===== src/rtl/reset_sequencer_pkg.sv =====
// Shared types and widths for the staged reset sequencer.
package rst_seq_pkg;

    typedef enum logic [1:0] {
        HOLD,
        WAIT_RDY,
        RUN,
        FAULT
    } state_t;

    localparam int STAGE_IDX_W   = 3;   // up to 8 stages
    localparam int FAULT_STAGE_W = STAGE_IDX_W;

endpackage


===== src/rtl/reset_sequencer_req_sync_edge.sv =====
// Two-flop synchronizer on the asynchronous reset request plus rising-edge
// detect; emits a single-cycle pulse per request.
module req_sync_edge
    import rst_seq_pkg::*;
(
    input  logic i_clk,
    input  logic i_rst,
    input  logic i_req,
    output logic o_pulse
);

    logic [2:0] sync_q;

    always_ff @(posedge i_clk or posedge i_rst) begin
        if (i_rst) begin
            sync_q <= '0;
        end else begin
            sync_q <= {sync_q[1:0], i_req};
        end
    end

    assign o_pulse = sync_q[1] & ~sync_q[2];

endmodule


===== src/rtl/reset_sequencer.sv =====
// Staged reset release for the weather-box peripherals with per-stage ready
// handshake. Stage timeout/FAULT logic is built only with RST_SEQ_TIMEOUT_EN.
//
// state    | meaning
// ---------+--------------------------------------------------------------
// HOLD     | unreleased stages in reset, counting settle delay for stage k
// WAIT_RDY | stage k released, waiting for its ready
// RUN      | all stages released and ready
// FAULT    | stage k never became ready; all stages back in reset
module reset_sequencer
    import rst_seq_pkg::*;
#(
    parameter int N_STAGES    = 4,
    parameter int STAGE_DLY   = 1000,
    parameter int ACK_TIMEOUT = 50000,
    parameter int CNT_W       = 16
) (
    input  logic                     i_clk,
    input  logic                     i_rst,
    input  logic                     i_req,
    input  logic [N_STAGES-1:0]      i_stage_ready,
    output logic [N_STAGES-1:0]      o_stage_rst,
    output logic                     o_busy,
    output logic                     o_done,
    output logic                     o_fault,
    output logic [FAULT_STAGE_W-1:0] o_fault_stage
);

    localparam logic [CNT_W-1:0]       DLY_LOAD = CNT_W'(STAGE_DLY - 1);
    localparam logic [CNT_W-1:0]       ACK_LOAD = CNT_W'(ACK_TIMEOUT - 1);
    localparam logic [STAGE_IDX_W-1:0] LAST_K   = STAGE_IDX_W'(N_STAGES - 1);

    state_t                 state;
    logic [STAGE_IDX_W-1:0] k;
    logic [CNT_W-1:0]       cnt;
    logic                   req_pulse;
    logic [7:0]             rdy_ext;
    logic [7:0]             k_onehot;

    req_sync_edge u_req_sync (
        .i_clk   (i_clk),
        .i_rst   (i_rst),
        .i_req   (i_req),
        .o_pulse (req_pulse)
    );

    // Widen to the full index range so k can address any bit without a width mismatch.
    assign rdy_ext  = 8'(i_stage_ready);
    assign k_onehot = 8'b1 << k;

    always_ff @(posedge i_clk or posedge i_rst) begin
        if (i_rst) begin
            state       <= HOLD;
            k           <= '0;
            cnt         <= DLY_LOAD;
            o_stage_rst <= '1;
            o_busy      <= 1'b1;
            o_done      <= 1'b0;
`ifdef RST_SEQ_TIMEOUT_EN
            o_fault       <= 1'b0;
            o_fault_stage <= '0;
`endif
        end else if (req_pulse) begin
            // A request outranks any ready or timeout seen in the same cycle.
            state       <= HOLD;
            k           <= '0;
            cnt         <= DLY_LOAD;
            o_stage_rst <= '1;
            o_busy      <= 1'b1;
            o_done      <= 1'b0;
`ifdef RST_SEQ_TIMEOUT_EN
            o_fault       <= 1'b0;
            o_fault_stage <= '0;
`endif
        end else begin
            case (state)
                HOLD: begin
                    if (cnt == '0) begin
                        o_stage_rst <= o_stage_rst & ~k_onehot[N_STAGES-1:0];
                        cnt         <= ACK_LOAD;
                        state       <= WAIT_RDY;
                    end else begin
                        cnt <= cnt - CNT_W'(1);
                    end
                end
                WAIT_RDY: begin
                    if (rdy_ext[k]) begin
                        if (k == LAST_K) begin
                            state  <= RUN;
                            o_done <= 1'b1;
                            o_busy <= 1'b0;
                        end else begin
                            k     <= k + STAGE_IDX_W'(1);
                            cnt   <= DLY_LOAD;
                            state <= HOLD;
                        end
                    end
`ifdef RST_SEQ_TIMEOUT_EN
                    else if (cnt == '0) begin
                        state         <= FAULT;
                        o_stage_rst   <= '1;
                        o_busy        <= 1'b0;
                        o_fault       <= 1'b1;
                        o_fault_stage <= k;
                    end else begin
                        cnt <= cnt - CNT_W'(1);
                    end
`endif
                end
                default: ;
            endcase
        end
    end

`ifndef RST_SEQ_TIMEOUT_EN
    assign o_fault       = 1'b0;
    assign o_fault_stage = '0;
`endif

endmodule


===== config.mk =====
export PLATFORM = sky130hd
export DESIGN_NAME = reset_sequencer
export DESIGN_NICKNAME = d
export VERILOG_FILES = /design/src/rtl/reset_sequencer_pkg.sv /design/src/rtl/reset_sequencer_req_sync_edge.sv /design/src/rtl/reset_sequencer.sv
export SDC_FILE = /design/constraint.sdc
export NUM_CORES = 1
export LEC_CHECK = 0
export ABC_AREA = 1
export CAP_MARGIN = 20
export CORE_MARGIN = 1.5
export CORE_UTILIZATION = 50
export CTS_BUF_LIST = sky130_fd_sc_hd__clkbuf_16
export DETAILED_ROUTE_END_ITERATION = 12
export PLACE_DENSITY = 0.8
export SYNTH_ARGS = -nofsm -noshare
export SYNTH_HDL_FRONTEND = slang
export SYNTH_SLANG_ARGS = --single-unit

===== constraint.sdc =====
create_clock -name i_clk -period 1.8 [get_ports i_clk]
set_input_delay 0.36 -clock i_clk [delete_from_list [all_inputs] [get_ports i_clk]]
set_output_delay 0.36 -clock i_clk [all_outputs]
set_load 0.01 [all_outputs]

==> results.cfg, run 1 <==
[global_route]
antenna_found_initial = 0
grt_pass1_wl_um = 7093
grt_max_degree = 31
grt_use_total_pct = 21.73
grt_pass1_vias = 1607
gr-total-overflow = 0

[yosys]
ys_warn_count = 0
syn_inst = 262
synth.largest_area_cell = dfrtp_1
synth_top_cell_area_share_pct = 21.98
synth_top_family_by_area = simple AND/OR/NAND/NOR gates
synth_fa_ha_area_share_pct = 4.525
yosysSeqAreaShare_pct = 39.63
synth_area_leaders = dfrtp_1 22%, dfstp_2 18%, nand2_1 16%, nor2_1 7.4%, nand3_1 5.4%
synth_xor_area_share_pct = 2.262
yosysUniqueCellTypes = 35
synthSimpleGateAreaFrac_pct = 36.26
synth_compound_area_share_pct = 8.468
ys_seq_elements = 30
syn_area_per_cell_um2 = 7.388
syn_area_um2 = 1936
muxShareOfSynthArea_pct = 0

[setup_path]
startpoint_type = register
path_depth = 1
critPathKind = reg2out
crit_family = flip-flops
r2r_start = cnt[0]
crit_slowest_cell = dfstp_2
critPathMaxStageDelay_ns = 0.53
crit_buf_inv = 1
end_kind = output pin
r2r_slack_ns = 0.18
rr_endpoint = cnt[12]
worst-r2r-cell-count = 9
path_cells = clkdlybuf4s50_1
cp_max_fo = 2
worstPathArrival_ns = 1.34
worstPathRequired_ns = 1.44

[detailed_routing]
wl_per_cell_um = 11.71
vias_per_cell = 5.052
drt_iter0_drc = 83
ant_nets = 0
vias = 1657
routed_wl_um = 3842
dr.pass1.iters = 4
drc = 0

[clock_network]
htree_levels = 2
path_clk_slew_ns = 0.05
postCtsSetupRepairBufs = 0
root_buffer = clkbuf_16
hold_buffers = 0
clk_latency_ns = 0.28
clock_sinks = 30
cts_tree = built
cts_made_buffers = 5
cts_buffer_depth = 2
ctsResizeCount = 0

[power_and_ir_drop]
ir_drop_v = 0.0008049
p_per_area_nw_per_um2 = 1322
power_leakage_nw = 1.115

[floorplan]
fp.dieH_um = 65.22
rows = 22
core_area_um2 = 3689
die_x_um = 65.22
ios = 17
fp.dieArea_um2 = 4254
start_util_pct = 52.48

[worst_hold_path]
holdPathStages = 0
hold_start = u_req_sync.sync_q[0]
min_path_type = reg2reg
worstHoldEndpoint = u_req_sync.sync_q[1]

[finish]
fin_nets = 293
antenna_cells = 0
design_area_um2 = 2252
mostFrequentLayoutCells = 81 x nand2_1, 38 x nor2_1, 29 x inv_1, 21 x nand3_1, 17 x dfrtp_1
synthToLayoutAreaGrowth_pct = 16.35
final_common_cell = nand2_1
drive_gt1_share_pct = 15.36

[placement]
hpwl_um = 2914
portBuffers = 12
gp_congestion = 0.9904
dpl_cell_area_um2 = 2090

[sta]
maxSlewViolCount = 0
rsz0062_at_grt = false
skew_ns = 0.006617
finalHoldViolCount = 0
fin_crit_sh_pct = 94.51
setup_viol = 0
finalCriticalPeriod_ns = 1.701
fmax_mhz = 587.8
tns_ns = 0

[outcome]
status = completed

[flow_run]
drv_cap = 0
## per-layer routing
metal  track usage (%)  vias to the layer above  wire [µm]
met5                 0                        -          0
met3             5.479                        7        144
li1                  -                      852          -
met2             37.12                       29       1871
met1             26.08                      769       1760
met4             8.854                        0         65
## registers in the layout (all words and copies together) (netlist names)
register	cells
o_stage_rst	4
state	2
u_req_sync.sync_q	3
cnt	16
k	3
o_busy	1
o_done	1
## power breakdown
part | total, mW | switching (mW) | internal (mW) | leakage (nW)
Sequential | 0.993 | 0.137 | 0.856 | 0.360
Combinational | 1.07 | 0.712 | 0.359 | 0.668
Clock | 0.913 | 0.273 | 0.640 | 0.0864
Total | 2.98 | 1.12 | 1.86 | 1.11
## how the worst max path moves through the flow
stage                           startpoint              to  slack [ns]
after floorplan                       k[0]         cnt[15]        0.33
after global placement    i_stage_ready[1]          cnt[4]        0.11
after detailed placement  i_stage_ready[3]            k[0]        0.04
after CTS                   o_stage_rst[3]  o_stage_rst[3]         0.1
after global routing                cnt[0]          cnt[4]        0.02
final                       o_stage_rst[3]  o_stage_rst[3]         0.1
## synth_stat cells, drive strengths merged
cell,count
and2,1
buf,5
xor2,2
dfstp,13
a22oi,2
nand4,1
ha,7
a21oi,3
inv,32
nor2,43
conb,1
a31oi,1
o21ai,16
nand3,24
clkbuf,1
o21a,1
nor3,1
nand2,86
o22ai,1
xnor2,3
dfrtp,17
nand3b,1
## logic make-up (layout without fill, tap and decap cells)
| family | after synthesis | in the layout |
|---|---|---|
| AND/OR/NAND/NOR | 157 | 157 |
| XOR/XNOR | 5 | 5 |
| AO/OA/AOI/OAI | 24 | 24 |
| other | 1 | 4 |
| buffers and inverters | 38 | 53 |
| adder cells (fa/ha/maj) | 7 | 7 |
| flip-flops | 30 | 30 |
## cell type report
| cell class | count | area (µm²) |
|---|---|---|
| clock inverter | 3 | 37.54 |
| inverter | 32 | 122.6 |
| tap | 48 | 60.06 |
| multi-input combinational | 197 | 1012 |
| fill | 336 | 1436 |
| timing repair buffer | 13 | 127.6 |
| sequential | 30 | 767.0 |
| clock buffer | 5 | 125.1 |
## per-stage QoR
stage / setup slack, ns / utilization [%] / std cells / hold slack (ns) / total power, mW
5_1_grt: 0.01990 / 61.06 / 328 / 0.3625 / 3.210
3_3_place_gp: 0.1065 / 56.65 / 320 / 0.3402 / 2.028
4_1_cts: 0.09571 / 61.06 / 328 / 0.3501 / 3.006
2_1_floorplan: 0.3265 / - / 265 / 0.3312 / 1.850
3_5_place_dp: 0.04027 / 56.65 / 320 / 0.3397 / 2.067
6_report: 0.09880 / 61.06 / 328 / 0.3478 / 2.977
Power figures use the tool's default switching activity.
==> run 2: changes to the inputs <==
- CORE_ASPECT_RATIO: not set -> 1.1
- CTS_BUF_LIST: sky130_fd_sc_hd__clkbuf_16 -> sky130_fd_sc_hd__clkbuf_4 sky130_fd_sc_hd__clkbuf_8
==> results.cfg, run 2 (same netlist as run 1, synthesis figures left out) <==
[floorplan]
core_area_um2 = 3684
die_x_um = 62.33
ios = 17
rows = 23
fp.dieH_um = 68.26
start_util_pct = 52.55
fp.dieArea_um2 = 4254

[clock_network]
cts_tree = built
postCtsSetupRepairBufs = 0
ctsResizeCount = 0
htree_levels = 2
cts_buffer_depth = 2
root_buffer = clkbuf_8
path_clk_slew_ns = 0.06
hold_buffers = 0
clk_latency_ns = 0.28
clock_sinks = 30
cts_made_buffers = 5

[finish]
synthToLayoutAreaGrowth_pct = 13.38
fillers = 381
antenna_cells = 0
reg.largest.list = cnt: 16 flops, o_stage_rst: 4 flops
regArea_um2 = 767.0
fin_nets = 294
largest_register_ffs = 16
design_area_um2 = 2195
mostFrequentLayoutCells = 81 x nand2_1, 38 x nor2_1, 27 x inv_1, 21 x nand3_1, 17 x dfrtp_1
final_common_cell = nand2_1
regMostFlops = cnt
multi_input_area_um2 = 1012
drive_gt1_share_pct = 16.37

[sta]
setup_viol = 0
fin_crit_sh_pct = 94.63
finalHoldViolCount = 0
tns_ns = 0
fmax_mhz = 587.1
finalCriticalPeriod_ns = 1.703
skew_ns = 0.009555
maxSlewViolCount = 0
rsz0062_at_grt = false
hold_ws_ns = 0.3584

[global_route]
antenna_found_initial = 0
grt_use_total_pct = 20.85
grt_pass1_wl_um = 6789
gr-total-overflow = 0
grt_max_degree = 31
grt_pass1_vias = 1509

[setup_path]
end_kind = output pin
critPathMaxStageDelay_ns = 0.53
cp_max_fo = 2
worstPathArrival_ns = 1.34
r2r_start = cnt[0]
crit_slowest_cell = dfstp_2
critPathKind = reg2out
crit_buf_inv = 1
worstSetupStartpoint = o_stage_rst[2]
startpoint_type = register
crit_family = flip-flops
worstPathRequired_ns = 1.44
path_cells = clkdlybuf4s50_1

[placement]
hpwl_um = 3014
portBuffers = 12
gp_congestion = 0.8456
dpl_cell_area_um2 = 2100

[worst_hold_path]
hold_start = u_req_sync.sync_q[0]
min_path_type = reg2reg

[detailed_routing]
wl_per_cell_um = 12.26
drc = 0
routed_wl_um = 4058
ant_nets = 0
vias_per_cell = 4.927
vias = 1631
dr.pass1.iters = 4
drt_iter0_drc = 56

[outcome]
status = completed

[power_and_ir_drop]
power_leakage_nw = 1.085
p_per_area_nw_per_um2 = 1204
ir_drop_v = 0.001049

[flow_run]
drv_cap = 0
## run 2: layout make-up
class,count,share of cell area [%]
flip-flops and latches,30,34.95
well taps,50,2.851
multi-input cells,197,46.12
inverters,32,5.587
clock buffers,7,4.105
repair buffers,14,6.157
clock inverters,1,0.2281
## run 2: metal layers
layer,track usage [%],part of all wire (%),vias to the layer above
li1,-,-,851
met4,9.167,2.0,0
met2,37.36,51,30
met5,0,0,-
met3,4.441,3.4,8
met1,24.69,44,742
## run 2: per-stage QoR
step | worst slack, ns | instances | power [mW] | utilization, %
6_report | 0.09661 | 331 | 2.643 | 59.58
5_1_grt | 0.03423 | 331 | 2.846 | 59.58
4_1_cts | 0.08449 | 331 | 2.664 | 59.58
3_5_place_dp | 0.05505 | 323 | 2.082 | 57.00
3_3_place_gp | 0.1035 | 323 | 2.055 | 57.00
2_1_floorplan | 0.3265 | 265 | 1.850 | -
## run 2: final timing paths
path	endpoint	slack, ns	cells past startpoint
min	u_req_sync.sync_q[1]	0.36	0
min reg2reg	u_req_sync.sync_q[1]	0.36	0
max	o_stage_rst[2]	0.1	1
max reg2reg	cnt[4]	0.15	9
max in group asynchronous	o_busy	1.01	3
min in group asynchronous	cnt[11]	0.46	3
## run 2: report_power, final
part | internal, mW | switching [mW]
combinational | 0.370 | 0.723
sequential | 0.854 | 0.125
clock | 0.323 | 0.247
==> RTL change, RTL diff (flow settings as in run 2) <==
The parameter `CNT_W` goes from 16 to 12.
--- a/src/rtl/reset_sequencer.sv
+++ b/src/rtl/reset_sequencer.sv
@@ -14,5 +14,5 @@
     parameter int STAGE_DLY   = 1000,
     parameter int ACK_TIMEOUT = 50000,
-    parameter int CNT_W       = 16
+    parameter int CNT_W       = 12
 ) (
     input  logic                     i_clk,
Check against the original RTL: no difference found for any inputs over 10 cycles, from zero or initial values and one cycle with i_rst high; that may be too few to reach the edited logic, so the function may still have changed.
==> RTL change against run 2 <==
Area after synthesis decreased by 18%. Sequential cell count down 4. Sequential share of layout area grew 2.0 points. Fmax decreased by 2.8%. Largest cell class unchanged. Cell area down 18%. Wire length decreased by 31%. Setup slack got worse by 0.049 ns.
Power is not compared: it rests on default switching activity, and its combinational part moved more than twofold at a synthesized area within 25%.
==> RTL change: results <==
[placed_design]
hpwl_mm = 2.10
place.gp.congestion = 0.845

[grt]
grt_max_degree = 27
grt_util_met1 = 0.233
grt_pass1_wl_mm = 4.76
grt.met3_usage = 0.0145
grt_util_met2 = 0.282
track_usage = 0.170

[cells_and_area]
n_fill_cell = 266
finalNetCount = 235
drive_gt1_frac = 0.182
largestRegisters = cnt x12, o_stage_rst x4
instances_no_fill = 254

[timing]
fin_skew_ns = 0.0132

[drt]
routed_wl_mm = 2.80
via_count = 1296
drt_iter0_markers = 31

[setup_path]
cp_slowest_stage_delay_ns = 0.55
reg2regPathDepth = 8
cp_data_arrival_time_ns = 1.39

[clocking]
htreeDepth = 1
clkTransAtPathRegs_ns = 0.15
clk_latency_ns = 0.33
cts_made_buffers = 3

[yosys]
yosys-top-cells-area = dfstp_2 22%, dfrtp_1 21%, nand2_1 13%
syn-instance-count = 204
synth_cell_types = 28
ys_seq_area_frac = 0.421
synth_common_cells = 57 x nand2_1, 24 x inv_1, 21 x nor2_1

[hold_path]
min_path_type = in2async

[outcome]
outcome = completed
-- RTL change: final timing paths --
check / to / slack (ns)
setup reg to reg: cnt[3] / 0.15
max in group asynchronous: o_stage_rst[1] / 1.13
hold reg to reg: u_req_sync.sync_q[1] / 0.37
min in group i_clk: u_req_sync.sync_q[1] / 0.37
hold / removal: u_req_sync.sync_q[1] / 0.37
setup / recovery: o_stage_rst[2] / 0.05
-- RTL change: power by group --
part / internal [µW] / switching (µW)
clock network: 225 / 178
registers: 695 / 85.9
logic: 214 / 305
-- RTL change: routing by layer --
layer  share of wire  up-vias
met4           0.013        0
li1                -      667
met5               0        -
met2            0.47       25
met3           0.030        4
met1            0.49      600
-- RTL change: logic make-up (layout without fill, tap and decap cells) --
kind of cell	count (synthesis)	count (layout)	share of synthesized area
and+or+nand+nor	118	118	0.353
xor gates and xnor gates	4	4	0.0221
AOI/OAI and AO/OA	15	15	0.0521
adders and majority gates	7	7	0.0552
DFF	26	26	0.421
other	1	4	0.00237
buffers and inverters	33	46	0.0947
-- RTL change: layout make-up --
cell class / instances / area, µm² / share of cell area
clock inverters: 1 / 30.0 / 0.0167
repair buffers: 15 / 153 / 0.0847
multi-input cells: 148 / 787 / 0.437
clock buffers: 3 / 22.5 / 0.0125
flip-flops and latches: 26 / 667 / 0.370
inverters: 27 / 101 / 0.0562
well taps: 34 / 42.5 / 0.0236
-- RTL change: stage by stage --
step | power, µW | setup slack, ns | hold slack, ns | instance area (µm²)
after global routing | 1830 | 0.00103 | 0.385 | 1800
after CTS | 1720 | 0.0157 | 0.371 | 1790
after floorplan | 1190 | 0.278 | 0.331 | 1600
after detailed placement | 1310 | 0.0722 | 0.337 | 1730
after global placement | 1300 | 0.0984 | 0.334 | 1730
final | 1700 | 0.0480 | 0.367 | 1800
